<file path="src/rtl/mem_pkg.sv">
// Shared definitions for the MEM-stage memory access controller:
// op encoding, FSM state encoding, address width and stack defaults,
// plus small op-decode helpers used by the controller.
package mem_pkg;

  localparam int                    MEM_ADDR_W      = 20;
  localparam logic [MEM_ADDR_W-1:0] SP_RESET_DEF    = 20'hFFFFF;
  localparam logic [MEM_ADDR_W-1:0] STACK_LIMIT_DEF = 20'h80000;

  localparam logic [2:0] OP_LD16   = 3'b000;
  localparam logic [2:0] OP_ST16   = 3'b001;
  localparam logic [2:0] OP_LD32   = 3'b010;
  localparam logic [2:0] OP_ST32   = 3'b011;
  localparam logic [2:0] OP_PUSH16 = 3'b100;
  localparam logic [2:0] OP_POP16  = 3'b101;
  localparam logic [2:0] OP_PUSH32 = 3'b110;
  localparam logic [2:0] OP_POP32  = 3'b111;

  typedef enum logic [1:0] {
    ST_IDLE    = 2'd0,
    ST_ACCESS  = 2'd1,
    ST_CAPTURE = 2'd2,
    ST_DONE    = 2'd3
  } state_e;

  // Memory write ops: stores and pushes; everything else reads.
  function automatic logic op_is_write(input logic [2:0] op);
    return (op == OP_ST16) || (op == OP_ST32) ||
           (op == OP_PUSH16) || (op == OP_PUSH32);
  endfunction

  function automatic logic op_is_32(input logic [2:0] op);
    return (op == OP_LD32) || (op == OP_ST32) ||
           (op == OP_PUSH32) || (op == OP_POP32);
  endfunction

endpackage

</file>
<file path="src/rtl/sp_unit.sv">
// Stack pointer unit. Holds SP, computes the effective address for the
// current op and the SP update, and flags push overflow / pop underflow.
// Ports:
//   clk, rst          clock, synchronous active-high reset
//   op, address       op in IDLE and LD/ST word address
//   accept            request accepted this edge (SP commits unless refused)
//   sp                current SP
//   ea                effective address for op (combinational)
//   ovf, unf          guard results for op against current SP (combinational)
module sp_unit import mem_pkg::*; #(
  parameter int                ADDR_W      = MEM_ADDR_W,
  parameter logic [ADDR_W-1:0] SP_RESET    = SP_RESET_DEF,
  parameter logic [ADDR_W-1:0] STACK_LIMIT = STACK_LIMIT_DEF
) (
  input  logic              clk,
  input  logic              rst,
  input  logic [2:0]        op,
  input  logic [ADDR_W-1:0] address,
  input  logic              accept,
  output logic [ADDR_W-1:0] sp,
  output logic [ADDR_W-1:0] ea,
  output logic              ovf,
  output logic              unf
);

  logic [ADDR_W-1:0] sp_nxt;

  // Guards are written so no term can wrap: PUSH32 needs SP-1 >= limit,
  // POP32 needs SP+2 <= reset value (checked one bit wider).
  always_comb begin
    ea     = address;
    sp_nxt = sp;
    ovf    = 1'b0;
    unf    = 1'b0;
    case (op)
      OP_PUSH16: begin
        ea     = sp;
        sp_nxt = sp - ADDR_W'(1);
        ovf    = (sp < STACK_LIMIT);
      end
      OP_PUSH32: begin
        // Low half at SP-1, high half at the old SP.
        ea     = sp - ADDR_W'(1);
        sp_nxt = sp - ADDR_W'(2);
        ovf    = (sp <= STACK_LIMIT);
      end
      OP_POP16: begin
        ea     = sp + ADDR_W'(1);
        sp_nxt = sp + ADDR_W'(1);
        unf    = (sp >= SP_RESET);
      end
      OP_POP32: begin
        ea     = sp + ADDR_W'(1);
        sp_nxt = sp + ADDR_W'(2);
        unf    = (({1'b0, sp} + (ADDR_W+1)'(2)) > {1'b0, SP_RESET});
      end
      default: ;
    endcase
  end

  always_ff @(posedge clk) begin
    if (rst)
      sp <= SP_RESET;
    else if (accept && !ovf && !unf)
      sp <= sp_nxt;
  end

endmodule

</file>
<file path="src/rtl/mem_access_ctrl.sv">
// MEM-stage memory access controller. Accepts one request in IDLE,
// performs a single-cycle access on the data memory port, captures read
// data the cycle after the access and signals completion with o_done.
// Stack ops use the SP held in sp_unit; refused stack ops skip memory.
// Ports:
//   clk, rst                    clock, synchronous active-high reset
//   i_req_valid/i_op/i_address/i_wdata   request (sampled when o_ready)
//   o_ready, o_done, o_rdata    handshake and load/pop result
//   o_stack_ovf, o_stack_unf    refused push / pop, valid with o_done
//   o_sp                        current stack pointer
//   o_memRead/o_memWrite/o_en32/o_address/o_data_in   memory port
//   i_data_out                  registered memory read data
module mem_access_ctrl import mem_pkg::*; #(
  parameter int                ADDR_W      = MEM_ADDR_W,
  parameter logic [ADDR_W-1:0] SP_RESET    = SP_RESET_DEF,
  parameter logic [ADDR_W-1:0] STACK_LIMIT = STACK_LIMIT_DEF
) (
  input  logic              clk,
  input  logic              rst,
  input  logic              i_req_valid,
  input  logic [2:0]        i_op,
  input  logic [ADDR_W-1:0] i_address,
  input  logic [31:0]       i_wdata,
  output logic              o_ready,
  output logic              o_done,
  output logic [31:0]       o_rdata,
  output logic              o_stack_ovf,
  output logic              o_stack_unf,
  output logic [ADDR_W-1:0] o_sp,
  output logic              o_memRead,
  output logic              o_memWrite,
  output logic              o_en32,
  output logic [ADDR_W-1:0] o_address,
  output logic [31:0]       o_data_in,
  input  logic [31:0]       i_data_out
);

  state_e            state;
  logic [2:0]        op_q;
  logic [ADDR_W-1:0] ea;
  logic              ovf, unf;
  logic              accept;

  assign accept = (state == ST_IDLE) && i_req_valid;

  sp_unit #(
    .ADDR_W     (ADDR_W),
    .SP_RESET   (SP_RESET),
    .STACK_LIMIT(STACK_LIMIT)
  ) u_sp (
    .clk    (clk),
    .rst    (rst),
    .op     (i_op),
    .address(i_address),
    .accept (accept),
    .sp     (o_sp),
    .ea     (ea),
    .ovf    (ovf),
    .unf    (unf)
  );

  always_ff @(posedge clk) begin
    if (rst) begin
      state       <= ST_IDLE;
      op_q        <= OP_LD16;
      o_ready     <= 1'b1;
      o_done      <= 1'b0;
      o_rdata     <= '0;
      o_stack_ovf <= 1'b0;
      o_stack_unf <= 1'b0;
      o_memRead   <= 1'b0;
      o_memWrite  <= 1'b0;
      o_en32      <= 1'b0;
      o_address   <= '0;
      o_data_in   <= '0;
    end else begin
      case (state)
        ST_IDLE: begin
          if (i_req_valid) begin
            op_q    <= i_op;
            o_ready <= 1'b0;
            o_rdata <= '0;
            if (ovf || unf) begin
              // Refused stack op: straight to completion, no access.
              state       <= ST_DONE;
              o_done      <= 1'b1;
              o_stack_ovf <= ovf;
              o_stack_unf <= unf;
            end else begin
              state      <= ST_ACCESS;
              o_memWrite <= op_is_write(i_op);
              o_memRead  <= !op_is_write(i_op);
              o_en32     <= op_is_32(i_op);
              o_address  <= ea;
              o_data_in  <= op_is_32(i_op) ? i_wdata : {16'h0000, i_wdata[15:0]};
            end
          end
        end
        ST_ACCESS: begin
          o_memRead  <= 1'b0;
          o_memWrite <= 1'b0;
          o_en32     <= 1'b0;
          o_address  <= '0;
          o_data_in  <= '0;
          if (op_is_write(op_q)) begin
            state  <= ST_DONE;
            o_done <= 1'b1;
          end else begin
            state <= ST_CAPTURE;
          end
        end
        ST_CAPTURE: begin
          // Memory data is only looked at here, so a floating bus
          // outside reads never reaches o_rdata.
          o_rdata <= op_is_32(op_q) ? i_data_out : {16'h0000, i_data_out[15:0]};
          state   <= ST_DONE;
          o_done  <= 1'b1;
        end
        ST_DONE: begin
          o_done      <= 1'b0;
          o_stack_ovf <= 1'b0;
          o_stack_unf <= 1'b0;
          o_ready     <= 1'b1;
          state       <= ST_IDLE;
        end
        default: begin
          state   <= ST_IDLE;
          o_ready <= 1'b1;
        end
      endcase
    end
  end

endmodule

</file>
<file path="config.mk">
export PLATFORM = sky130hd
export DESIGN_NAME = mem_access_ctrl
export DESIGN_NICKNAME = d
export VERILOG_FILES = /design/src/rtl/mem_pkg.sv /design/src/rtl/sp_unit.sv /design/src/rtl/mem_access_ctrl.sv
export SDC_FILE = /design/constraint.sdc
export NUM_CORES = 1
export LEC_CHECK = 0
export CAP_MARGIN = 20
export CORE_MARGIN = 5
export CORE_UTILIZATION = 49
export CTS_CLUSTER_SIZE = 14
export DETAILED_ROUTE_END_ITERATION = 8
export GPL_TIMING_DRIVEN = 0
export PLACE_DENSITY = 0.82
export SLEW_MARGIN = 5
export SYNTH_ARGS = -nofsm -noshare
export SYNTH_HDL_FRONTEND = slang
export SYNTH_SLANG_ARGS = --single-unit
export TNS_END_PERCENT = 5
</file>
<file path="constraint.sdc">
create_clock -name clk -period 4.88 [get_ports clk]
set_input_delay 1.464 -clock clk [delete_from_list [all_inputs] [get_ports clk]]
set_output_delay 1.464 -clock clk [all_outputs]
set_load 0.005 [all_outputs]
</file>
==> impl_metrics.env <==
export IMPL_status="finished clean"
export IMPL_worstSetupStartpointType="primary input"
export IMPL_grt_pass1_wl_mm=39.65
export IMPL_worstSetupPathType="primary input to flip-flop"
export IMPL_yosysMostFrequentCell="dfxtp_1"
export IMPL_synth_edf_count=0
export IMPL_firstDrtPassIters=6
export IMPL_fp_dieH_um=130.1
export IMPL_clk_pin_slew_worst_paths_ns=0.06
export IMPL_drive_above_1_share_pct=7.064
export IMPL_final_area_um2=9869
export IMPL_drc=0
export IMPL_rrSetupSlack_ns=1.20
export IMPL_min_period_ns=4.562
export IMPL_vias=7771
export IMPL_detail_route_antenna_nets=0
export IMPL_synth_top_area_cell="dfxtp_1"
export IMPL_critPathRequiredTime_ns=5.17
export IMPL_clock_sinks=116
export IMPL_netlist_area_um2=7062
export IMPL_insertion_delay_ns=0.42
export IMPL_cp_max_fo=24
export IMPL_clock_skew_final_ns=0.01019
export IMPL_fin_crit_sh_pct=93.48
export IMPL_ios=201
export IMPL_p_leak_uw=0.003756
export IMPL_hold_viol=0
export IMPL_cts_buffers=17
export IMPL_grtUsageTotal_pct=29.89
export IMPL_tightest_slew_ns=1.006
export IMPL_clockRootBuffer="clkbuf_16"
export IMPL_cts_resized=3
export IMPL_fmax_mhz=219.2
export IMPL_r2r_end="o_address[19]"
export IMPL_place_area_um2=9269
export IMPL_synth_top_area_share_pct=32.88
export IMPL_nNetsFinal=1197
export IMPL_start_util_pct=50.48
export IMPL_rows=43
export IMPL_n_fill_cell=1147
export IMPL_drv_slew=0
export IMPL_yosys_top_cells_area="dfxtp_1, ha_1, a21oi_1"
export IMPL_diodes=0
export IMPL_synthCells=860
export IMPL_ys_types=82
export IMPL_rr_worst_depth=11
export IMPL_rsz0062_at_grt="false"
export IMPL_grt_pass1_vias=7215
export IMPL_drt_iter0_drc=825
export IMPL_syn_nets=980
export IMPL_whs_endpoint="o_rdata[22]"
export IMPL_cts_path_max_buffers=2
export IMPL_synth_common_cells="dfxtp_1, a21oi_1, nand2_1"
export IMPL_syn_to_final_growth_pct=39.76
export IMPL_cts_setup_buffers=0
export IMPL_hold_buffers=0
export IMPL_ys_seq_elements=116
export IMPL_coreArea_um2=13990
export IMPL_worstPathArrival_ns=4.86
export IMPL_irDropWorstVdd_v=0.0002898
export IMPL_wl_per_cell_um=20.45
export IMPL_die_w_um=130.1
export IMPL_total_power_uw=4495
export IMPL_r2r_start="u_sp.sp[1]"
export IMPL_cts_tree="yes"
export IMPL_relSlewSlack_pct=32.30
export IMPL_power_density_nw_per_um2=455.5
export IMPL_totalWireLength_mm=25.97
export IMPL_hpwl_mm=19.70
export IMPL_hp_class="flip-flop to flip-flop"
export IMPL_synth_ff_type="dfxtp_1"
export IMPL_setup_viol_count_final=0
export IMPL_viasPerCell=6.119
export IMPL_overflow=0
export IMPL_hold_path_depth=2
export IMPL_grt_max_degree=25
export IMPL_synth_warnings=0
export IMPL_grt_antenna_before_repair=0
export IMPL_place_congestion=1.010
export IMPL_maxCapViolations=0
export IMPL_die_area_um2=16910
export IMPL_end_kind="flip-flop"
export IMPL_htreeDepth=4
export IMPL_io_buffers=198
export IMPL_min_from="o_rdata[22]"
export IMPL_synth_seq_area_share_pct=32.88
export IMPL_syn_avg_cell_area_um2=8.211
export IMPL_async_reset_ff_share_pct=0
==> logic make-up (layout without fill, tap and decap cells) <==
logic type,Yosys count,count (layout),share of synthesized area [%]
AND/OR/NAND/NOR,291,291,20.55
flip-flops,116,116,32.88
multiplexers,21,21,3.030
AO/OA/AOI/OAI,270,270,26.98
buffers and inverters,85,315,5.298
XOR/XNOR,47,47,5.829
adder cells (fa/ha/maj),30,30,5.422
==> where the power goes <==
group	internal [uW]	switching [uW]
Combinational	905	1140
Clock	763	460
Sequential	1110	117
Total	2780	1710
==> through the flow <==
stage / setup WS [ns] / hold slack, ns / instances / utilization, % / setup TNS [ns]
2_1_floorplan: 0.5237 / 0.4449 / 860 / - / 0
3_3_place_gp: -1.054 / 0.4374 / 1238 / 66.26 / -8.968
3_5_place_dp: -1.014 / 0.4420 / 1238 / 66.26 / -8.922
4_1_cts: 0.05418 / 0.4493 / 1270 / 70.47 / 0
5_1_grt: 0.06759 / 0.4640 / 1270 / 70.55 / 0
6_report: 0.3183 / 0.4492 / 1270 / 70.55 / 0
==> worst max-delay path, stage by stage <==
cell and delay [ns]:
clkdlybuf4s50_1 0.54, inv_2 0.23, nor2_4 0.09, nand2_4 0.26
inv_1 0.21, fa_1 0.44, nor2b_1 0.19, o2111ai_1 0.19
a21oi_2 0.28, a21oi_2 0.12, o21ai_1 0.28, nor4_1 0.08
o311ai_0 0.33, nand3_1 0.12
==> cells in the final DEF, fill, tap and decap left out, types with 15 or more instances in the layout <==
| master | netlist | final |
|---|---|---|
| clkdlybuf4s50_1 | 0 | 198 |
| nor2_1 | 67 | 66 |
| or3_1 | 15 | 15 |
| mux2i_1 | 18 | 18 |
| xnor2_1 | 33 | 33 |
| o21ai_0 | 30 | 29 |
| nor3_1 | 26 | 26 |
| nand3_1 | 52 | 52 |
| dfxtp_1 | 116 | 116 |
| a21oi_1 | 70 | 68 |
| a22o_1 | 36 | 36 |
| nand2_1 | 69 | 68 |
| ha_1 | 29 | 29 |
| clkbuf_1 | 39 | 41 |
| clkbuf_16 | 0 | 17 |
| a22oi_1 | 24 | 24 |
==> metal layers <==
metal / up-vias / GRT usage [%] / part of all wire, % / routed length, um
met5: - / 0 / 0 / 0
met4: 0 / 12.41 / 3.0 / 774
met3: 57 / 5.976 / 10 / 2597
met2: 464 / 47.22 / 45 / 11790
met1: 3611 / 39.92 / 42 / 10810
li1: 3639 / - / - / -
==> area by class of cell <==
class                           instances  area, um2  area share, %
Timing Repair Buffer                  198       1982          20.08
Clock inverter                         12      131.4          1.331
Buffer                                 70      317.8          3.220
Clock buffer                           20      446.7          4.526
Tap cell                              180      225.2          2.282
Multi-Input combinational cell        659       4388          44.46
Inverter                               15      56.30         0.5705
Sequential cell                       116       2322          23.53
==> state kept, by name, indices dropped and copies added, names as in the netlist <==
signal       count
o_stack_unf      1
o_ready          1
o_memWrite       1
o_data_in       32
o_stack_ovf      1
o_rdata         32
u_sp.sp         20
o_address       20
o_en32           1
state            2
o_memRead        1
op_q             3
o_done           1
==> how the worst max path moves through the flow <==
stage / startpoint / endpoint / depth (start not counted)
2_1_floorplan: i_op[0] / u_sp.sp[19] / 13
3_3_place_gp: i_op[0] / u_sp.sp[19] / 14
3_5_place_dp: i_op[0] / u_sp.sp[19] / 14
4_1_cts: i_op[0] / u_sp.sp[19] / 14
5_1_grt: i_op[0] / u_sp.sp[19] / 14
6_report: i_op[0] / u_sp.sp[19] / 14
(Power assumes the default switching activity.)
